**src/rtl/alu_cmd_driver.sv**
```systemverilog
// Command-side initiator for the pipelined ALU: issues operations, tracks them through
// the fixed ALU latency and returns tagged results with locally derived flags in issue order.

package alu_cmd_driver_pkg;
    localparam int unsigned OPC_W   = 4;
    localparam int unsigned TAG_W   = 4;
    localparam int unsigned SHIFT_W = 5;
    localparam int unsigned FLAGS_W = 4;
    localparam int unsigned CNT16_W = 16;

    localparam logic [OPC_W-1:0] OP_ADD = 4'd0;
    localparam logic [OPC_W-1:0] OP_SUB = 4'd1;

    typedef struct packed {
        logic             valid;
        logic [TAG_W-1:0] tag;
        logic [OPC_W-1:0] opcode;
        logic             a_msb;
        logic             b_msb;
    } track_slot_t;
endpackage

module alu_cmd_driver
    import alu_cmd_driver_pkg::*;
#(
    parameter int unsigned WIDTH       = 128,
    parameter int unsigned ALU_LATENCY = 2,
    parameter int unsigned FIFO_DEPTH  = 8
) (
    input  logic               clk,
    input  logic               rst,
    input  logic               cmd_valid,
    output logic               cmd_ready,
    input  logic [OPC_W-1:0]   cmd_opcode,
    input  logic [WIDTH-1:0]   cmd_a,
    input  logic [WIDTH-1:0]   cmd_b,
    input  logic [SHIFT_W-1:0] cmd_shift,
    input  logic [TAG_W-1:0]   cmd_tag,
    output logic [OPC_W-1:0]   alu_opcode,
    output logic [WIDTH-1:0]   alu_input1,
    output logic [WIDTH-1:0]   alu_input2,
    output logic [SHIFT_W-1:0] alu_shiftValue,
    input  logic [WIDTH-1:0]   alu_result,
    input  logic               alu_carryFlag,
    output logic               rsp_valid,
    input  logic               rsp_ready,
    output logic [WIDTH-1:0]   rsp_result,
    output logic [FLAGS_W-1:0] rsp_flags,
    output logic [TAG_W-1:0]   rsp_tag,
    output logic [OPC_W-1:0]   rsp_opcode,
    output logic [CNT16_W-1:0] issue_count
);

    localparam int unsigned STAGES = ALU_LATENCY + 1;
    localparam int unsigned PTR_W  = (FIFO_DEPTH > 1) ? $clog2(FIFO_DEPTH) : 1;
    localparam int unsigned CNT_W  = PTR_W + 1;
    localparam logic [CNT_W-1:0] DEPTH_C = CNT_W'(FIFO_DEPTH);

    typedef struct packed {
        logic [WIDTH-1:0]   result;
        logic [FLAGS_W-1:0] flags;
        logic [TAG_W-1:0]   tag;
        logic [OPC_W-1:0]   opcode;
    } rsp_entry_t;

    logic               r_cmd_ready;
    logic [CNT_W-1:0]   r_credit;
    logic [CNT16_W-1:0] r_issue_count;
    logic [OPC_W-1:0]   r_alu_opcode;
    logic [WIDTH-1:0]   r_alu_input1;
    logic [WIDTH-1:0]   r_alu_input2;
    logic [SHIFT_W-1:0] r_alu_shift;
    track_slot_t        r_track [STAGES];
    rsp_entry_t         r_fifo  [FIFO_DEPTH];
    logic [PTR_W-1:0]   r_wr_ptr;
    logic [PTR_W-1:0]   r_rd_ptr;
    logic [CNT_W-1:0]   r_count;

    logic               w_issue;
    logic               w_pop;
    logic               w_fifo_wr;
    logic               w_is_add;
    logic               w_is_sub;
    logic               w_r_msb;
    logic               w_overflow;
    logic [CNT_W-1:0]   w_credit_next;
    track_slot_t        w_last;
    rsp_entry_t         w_wr_entry;

    assign w_issue   = cmd_valid && r_cmd_ready;
    assign rsp_valid = (r_count != '0);
    assign w_pop     = rsp_valid && rsp_ready;

    // Credit covers in-flight slots plus FIFO entries, so the FIFO cannot overflow.
    always_comb begin
        w_credit_next = r_credit;
        if (w_issue && !w_pop) begin
            w_credit_next = r_credit + CNT_W'(1);
        end else if (!w_issue && w_pop) begin
            w_credit_next = r_credit - CNT_W'(1);
        end
    end

    always_ff @(posedge clk) begin
        if (!rst) begin
            r_credit      <= '0;
            r_cmd_ready   <= 1'b1;
            r_issue_count <= '0;
        end else begin
            r_credit    <= w_credit_next;
            r_cmd_ready <= (w_credit_next < DEPTH_C);
            if (w_issue) begin
                r_issue_count <= r_issue_count + CNT16_W'(1);
            end
        end
    end

    // ALU drive: the accepted command, otherwise an all-zero bubble.
    always_ff @(posedge clk) begin
        if (!rst || !w_issue) begin
            r_alu_opcode <= '0;
            r_alu_input1 <= '0;
            r_alu_input2 <= '0;
            r_alu_shift  <= '0;
        end else begin
            r_alu_opcode <= cmd_opcode;
            r_alu_input1 <= cmd_a;
            r_alu_input2 <= cmd_b;
            r_alu_shift  <= cmd_shift;
        end
    end

    always_ff @(posedge clk) begin
        if (!rst) begin
            for (int unsigned i = 0; i < STAGES; i++) begin
                r_track[i] <= '0;
            end
        end else begin
            r_track[0] <= w_issue ? {1'b1, cmd_tag, cmd_opcode, cmd_a[WIDTH-1], cmd_b[WIDTH-1]}
                                  : track_slot_t'('0);
            for (int unsigned i = 1; i < STAGES; i++) begin
                r_track[i] <= r_track[i-1];
            end
        end
    end

    // Flags formed at capture time from the ALU result and the tracked operand MSBs.
    always_comb begin
        w_last     = r_track[STAGES-1];
        w_fifo_wr  = w_last.valid;
        w_is_add   = (w_last.opcode == OP_ADD);
        w_is_sub   = (w_last.opcode == OP_SUB);
        w_r_msb    = alu_result[WIDTH-1];
        w_overflow = 1'b0;
        if (w_is_add) begin
            w_overflow = (w_last.a_msb == w_last.b_msb) && (w_r_msb != w_last.a_msb);
        end else if (w_is_sub) begin
            w_overflow = (w_last.a_msb != w_last.b_msb) && (w_r_msb != w_last.a_msb);
        end
        w_wr_entry.result = alu_result;
        w_wr_entry.flags  = {(w_is_add || w_is_sub) && alu_carryFlag,
                             (alu_result == '0), w_overflow, w_r_msb};
        w_wr_entry.tag    = w_last.tag;
        w_wr_entry.opcode = w_last.opcode;
    end

    always_ff @(posedge clk) begin
        if (!rst) begin
            for (int i = 0; i < int'(FIFO_DEPTH); i++) begin
                r_fifo[i] <= '0;
            end
            r_wr_ptr <= '0;
            r_rd_ptr <= '0;
            r_count  <= '0;
        end else begin
            if (w_fifo_wr) begin
                r_fifo[r_wr_ptr] <= w_wr_entry;
                r_wr_ptr         <= r_wr_ptr + PTR_W'(1);
            end
            if (w_pop) begin
                r_rd_ptr <= r_rd_ptr + PTR_W'(1);
            end
            case ({w_fifo_wr, w_pop})
                2'b10:   r_count <= r_count + CNT_W'(1);
                2'b01:   r_count <= r_count - CNT_W'(1);
                default: r_count <= r_count;
            endcase
        end
    end

    a_no_fifo_overflow: assert property (@(posedge clk) disable iff (!rst)
        !(w_fifo_wr && (r_count == DEPTH_C)));

    assign cmd_ready      = r_cmd_ready;
    assign issue_count    = r_issue_count;
    assign alu_opcode     = r_alu_opcode;
    assign alu_input1     = r_alu_input1;
    assign alu_input2     = r_alu_input2;
    assign alu_shiftValue = r_alu_shift;
    assign rsp_result     = r_fifo[r_rd_ptr].result;
    assign rsp_flags      = r_fifo[r_rd_ptr].flags;
    assign rsp_tag        = r_fifo[r_rd_ptr].tag;
    assign rsp_opcode     = r_fifo[r_rd_ptr].opcode;

endmodule

```
**config.mk**
```make
export PLATFORM = sky130hd
export DESIGN_NAME = alu_cmd_driver
export DESIGN_NICKNAME = d
export VERILOG_FILES = /design/src/rtl/alu_cmd_driver.sv
export SDC_FILE = /design/constraint.sdc
export NUM_CORES = 2
export LEC_CHECK = 0
export ABC_AREA = 1
export BUFFER_PORTS_ARGS = -buffer_cell sky130_fd_sc_hd__buf_2
export CORE_ASPECT_RATIO = 0.6
export CORE_MARGIN = 3
export CORE_UTILIZATION = 25
export DETAILED_ROUTE_END_ITERATION = 12
export GPL_ROUTABILITY_DRIVEN = 0
export PLACE_DENSITY_LB_ADDON = 0.2
export SLEW_MARGIN = 5
export SYNTH_ARGS = -nofsm -noshare
export SYNTH_HDL_FRONTEND = slang
export SYNTH_SLANG_ARGS = --single-unit
```
**constraint.sdc**
```tcl
create_clock -name clk -period 13.15 [get_ports clk]
set_input_delay 1.315 -clock clk [delete_from_list [all_inputs] [get_ports clk]]
set_output_delay 1.315 -clock clk [all_outputs]
set_load 0.01 [all_outputs]
```
==> flow_metrics.py <==
metrics = {
    "placed_design": {
        "port_buffers": 824,
        "dp_hpwl_mm": 118.5,
    },
    "clock_tree": {
        "clock_latency_ns": 0.83,
        "clock-sinks": 1438,
        "clock_tree.buffer_depth": 4,
        "numCtsBuffers": 161,
        "hold_buffers": 0,
        "root_buffer": "clkbuf_16",
        "htreeDepth": 4,
        "path_clk_slew_ns": 0.06,
        "ctsResizeCount": 0,
        "cts_tree": "done",
        "post_cts_buffers": 0,
    },
    "timing": {
        "rsz0062_at_grt": "no",
        "max_freq_ghz": 0.1565,
        "maxSlewViolCount": 0,
        "worst_pin_slew_ns": 1.332,
        "setup_viol": 0,
        "tns_ns": 0,
        "maxSlewHeadroom": 0.1123,
        "holdWs_ns": 0.4105,
        "period_needed_ns": 6.391,
        "hold_viol": 0,
        "skew_ns": 0.06310,
        "post-route-period-util": 0.4860,
    },
    "critical_path": {
        "path_delay_family": "buffers and inverters",
        "worstPathArrival_ns": 5.08,
        "max_stage_delay_ns": 0.77,
        "startpoint_type": "register",
        "cp_num_buf_inv": 4,
        "crit_chain": "buf_4, buf_4, buf_4, o21ai_0, o22ai_1, nor2_1, a31oi_1, buf_2",
        "crit_type": "register to output pin",
        "cp_slowest_cell": "buf_4",
        "cp.required_ns": 11.84,
        "endpoint_kind": "output pin",
        "worst-path-max-fanout": 60,
        "path_common_cell": "buf_4",
    },
    "synth": {
        "avgSynthCellArea_sq_um": 10.04,
        "synthArstFlopShare": 0,
        "synthSimpleGateAreaFrac": 0.1704,
        "ys.flop_type": "edfxtp_1",
        "synthMuxAreaShare": 0,
        "synthAdderAreaFrac": 0.001932,
        "ys_seq_elements": 1438,
        "synth_cell_types": 28,
        "synth_top_family_by_area": "simple AND/OR/NAND/NOR gates",
        "syn-num-nets": 6214,
        "yosys_warnings": 0,
        "netlist_instances": 5803,
        "seq_area_frac_synth": 0.6849,
        "synth_edf_count": 1112,
        "syn-cell-area_sq_mm": 0.05828,
        "synth_compound_area_frac": 0.08149,
        "synth_xor_area_frac": 0.0009016,
    },
    "layout": {
        "fin_nets": 6878,
        "syn_to_final_growth_pct": 20.72,
        "fin_util": 0.3054,
        "drive_above_1_share": 0.1717,
    },
    "floorplanning": {
        "die_y_um": 380.0,
        "die_w_um": 629.4,
        "initial_utilization": 0.2530,
        "core_area_sq_mm": 0.2304,
        "dieArea_sq_mm": 0.2392,
        "fp-row-count": 136,
        "io_pins": 825,
    },
    "detailed_routing": {
        "drt_iter0_markers": 3375,
        "post_drt_via_cell_ratio": 4.477,
        "wl_mm": 205.3,
        "dr.pass1.iters": 7,
        "drc": 0,
        "dr_total_vias": 43430,
        "wl_per_cell_um": 21.16,
        "drtAntennaViolNets": 0,
    },
    "power": {
        "p_per_area_mw_per_mm2": 181.7,
        "ir_drop_uv": 166.0,
        "p_leak_nw": 29.51,
    },
    "global_routing": {
        "gr-total-overflow": 0,
        "antenna_found_initial": 37,
        "grt_max_degree": 211,
        "grt_pass1_wl_mm": 299.7,
        "first_global_vias": 43560,
        "grt_usage": 0.1659,
    },
    "worst_hold_path": {
        "worstHoldPathType": "register to register",
    },
    "outcome": {
        "outcome": "completed",
    },
    "run": {
        "drv_cap": 0,
    },
}
[cells in the final DEF (no fill, tap or decap), types with 23 or more instances in the layout]
cell,n
nor2_1,2453
edfxtp_1,1112
buf_2,824
o21ai_0,445
inv_1,429
dfxtp_1,324
clkbuf_16,165
o22ai_1,141
a31oi_1,139
o21ai_1,128
nand2_1,104
clkinv_1,61
buf_4,45
nand3_1,30
clkbuf_1,26
clkinv_2,24
a21oi_1,23
[cell type report]
cell class / instances / area (sq um)
antenna: 11 / 27.53
clock buffer: 204 / 4405
clock inverter: 78 / 725.7
fill: 24120 / 160000
inverter: 470 / 1803
multi-input combinational: 3519 / 14970
sequential: 1438 / 39930
tap: 3105 / 3885
timing repair buffer: 877 / 4622
[through the flow]
step	worst slack, ns	cell area [sq um]	total power [mW]	std cells
global route	6.519	70350	13.44	9698
CTS	6.610	70330	13.00	9691
floorplan	7.464	58280	7.112	5803
finish	6.759	70360	12.78	9702
detailed placement	7.196	65200	8.430	9409
global placement	7.208	65200	8.449	9409
[tightest hold or removal path, stage by stage, from the launching register on]
cell	delay [ns]
dfxtp_1	0.30
nand2_1	0.05
inv_1	0.04
[synthesized netlist by cell type (4+ instances only)]
cell | number | area (sq um)
dfxtp_1 | 326 | 6526
clkinv_1 | 36 | 135.1
buf_4 | 19 | 142.6
clkbuf_1 | 164 | 615.6
edfxtp_1 | 1112 | 33390
a21oi_1 | 23 | 115.1
o22ai_1 | 141 | 882.1
nand2_1 | 120 | 450.4
nand4_1 | 6 | 37.54
o21ai_0 | 445 | 2227
nor2_1 | 2453 | 9208
o21ai_1 | 128 | 640.6
ha_1 | 9 | 112.6
a31oi_1 | 139 | 869.6
inv_2 | 4 | 15.01
nand3_1 | 30 | 150.1
buf_6 | 7 | 78.83
buf_1 | 11 | 41.29
buf_2 | 174 | 870.8
nor3_1 | 16 | 80.08
inv_1 | 429 | 1610
[layer usage]
metal / up-vias / wire length [um] / track usage
met1: 21640 / 93910 / 0.2268
met4: 4 / 5330 / 0.04537
met2: 1049 / 96050 / 0.2709
li1: 20450 / - / -
met3: 298 / 10010 / 0.02751
met5: - / 23 / 0
[sequential cells by signal, summed over array words and instances (netlist names), named ones only]
| register | count |
|---|---|
| r_fifo | 1112 |
| alu_input1 | 127 |
| alu_input2 | 127 |
| r_track | 30 |
| issue_count | 16 |
| alu_shiftValue | 5 |
| r_count | 4 |
| r_credit | 4 |
| alu_opcode | 3 |
| r_rd_ptr | 3 |
| r_wr_ptr | 3 |
| cmd_ready | 1 |
[final timing paths]
check                 startpoint  cells past startpoint        endpoint  slack, ns
setup / recovery        register                      8  rsp_result[46]       6.76
hold / removal    r_track[0][12]                      2  r_track[0][23]       0.41
setup reg to reg  r_track[0][32]                      6  r_fifo[4][106]       9.06
hold reg to reg   r_track[0][12]                      2  r_track[0][23]       0.41
[power breakdown]
part / internal, mW / leakage, nW / total [mW] / switching, mW
combinational: 0.911 / 12.8 / 3.07 / 2.16
clock: 2.61 / 2.52 / 4.53 / 1.92
sequential: 5.08 / 14.2 / 5.18 / 0.108
total: 8.59 / 29.5 / 12.8 / 4.19
[kinds of logic after synthesis]
family | Yosys count
buf+inv | 846
flops | 1438
simple gates | 2626
xor+xnor | 6
fa+ha+maj | 9
compound gates | 878
(Power assumes the default switching activity.)
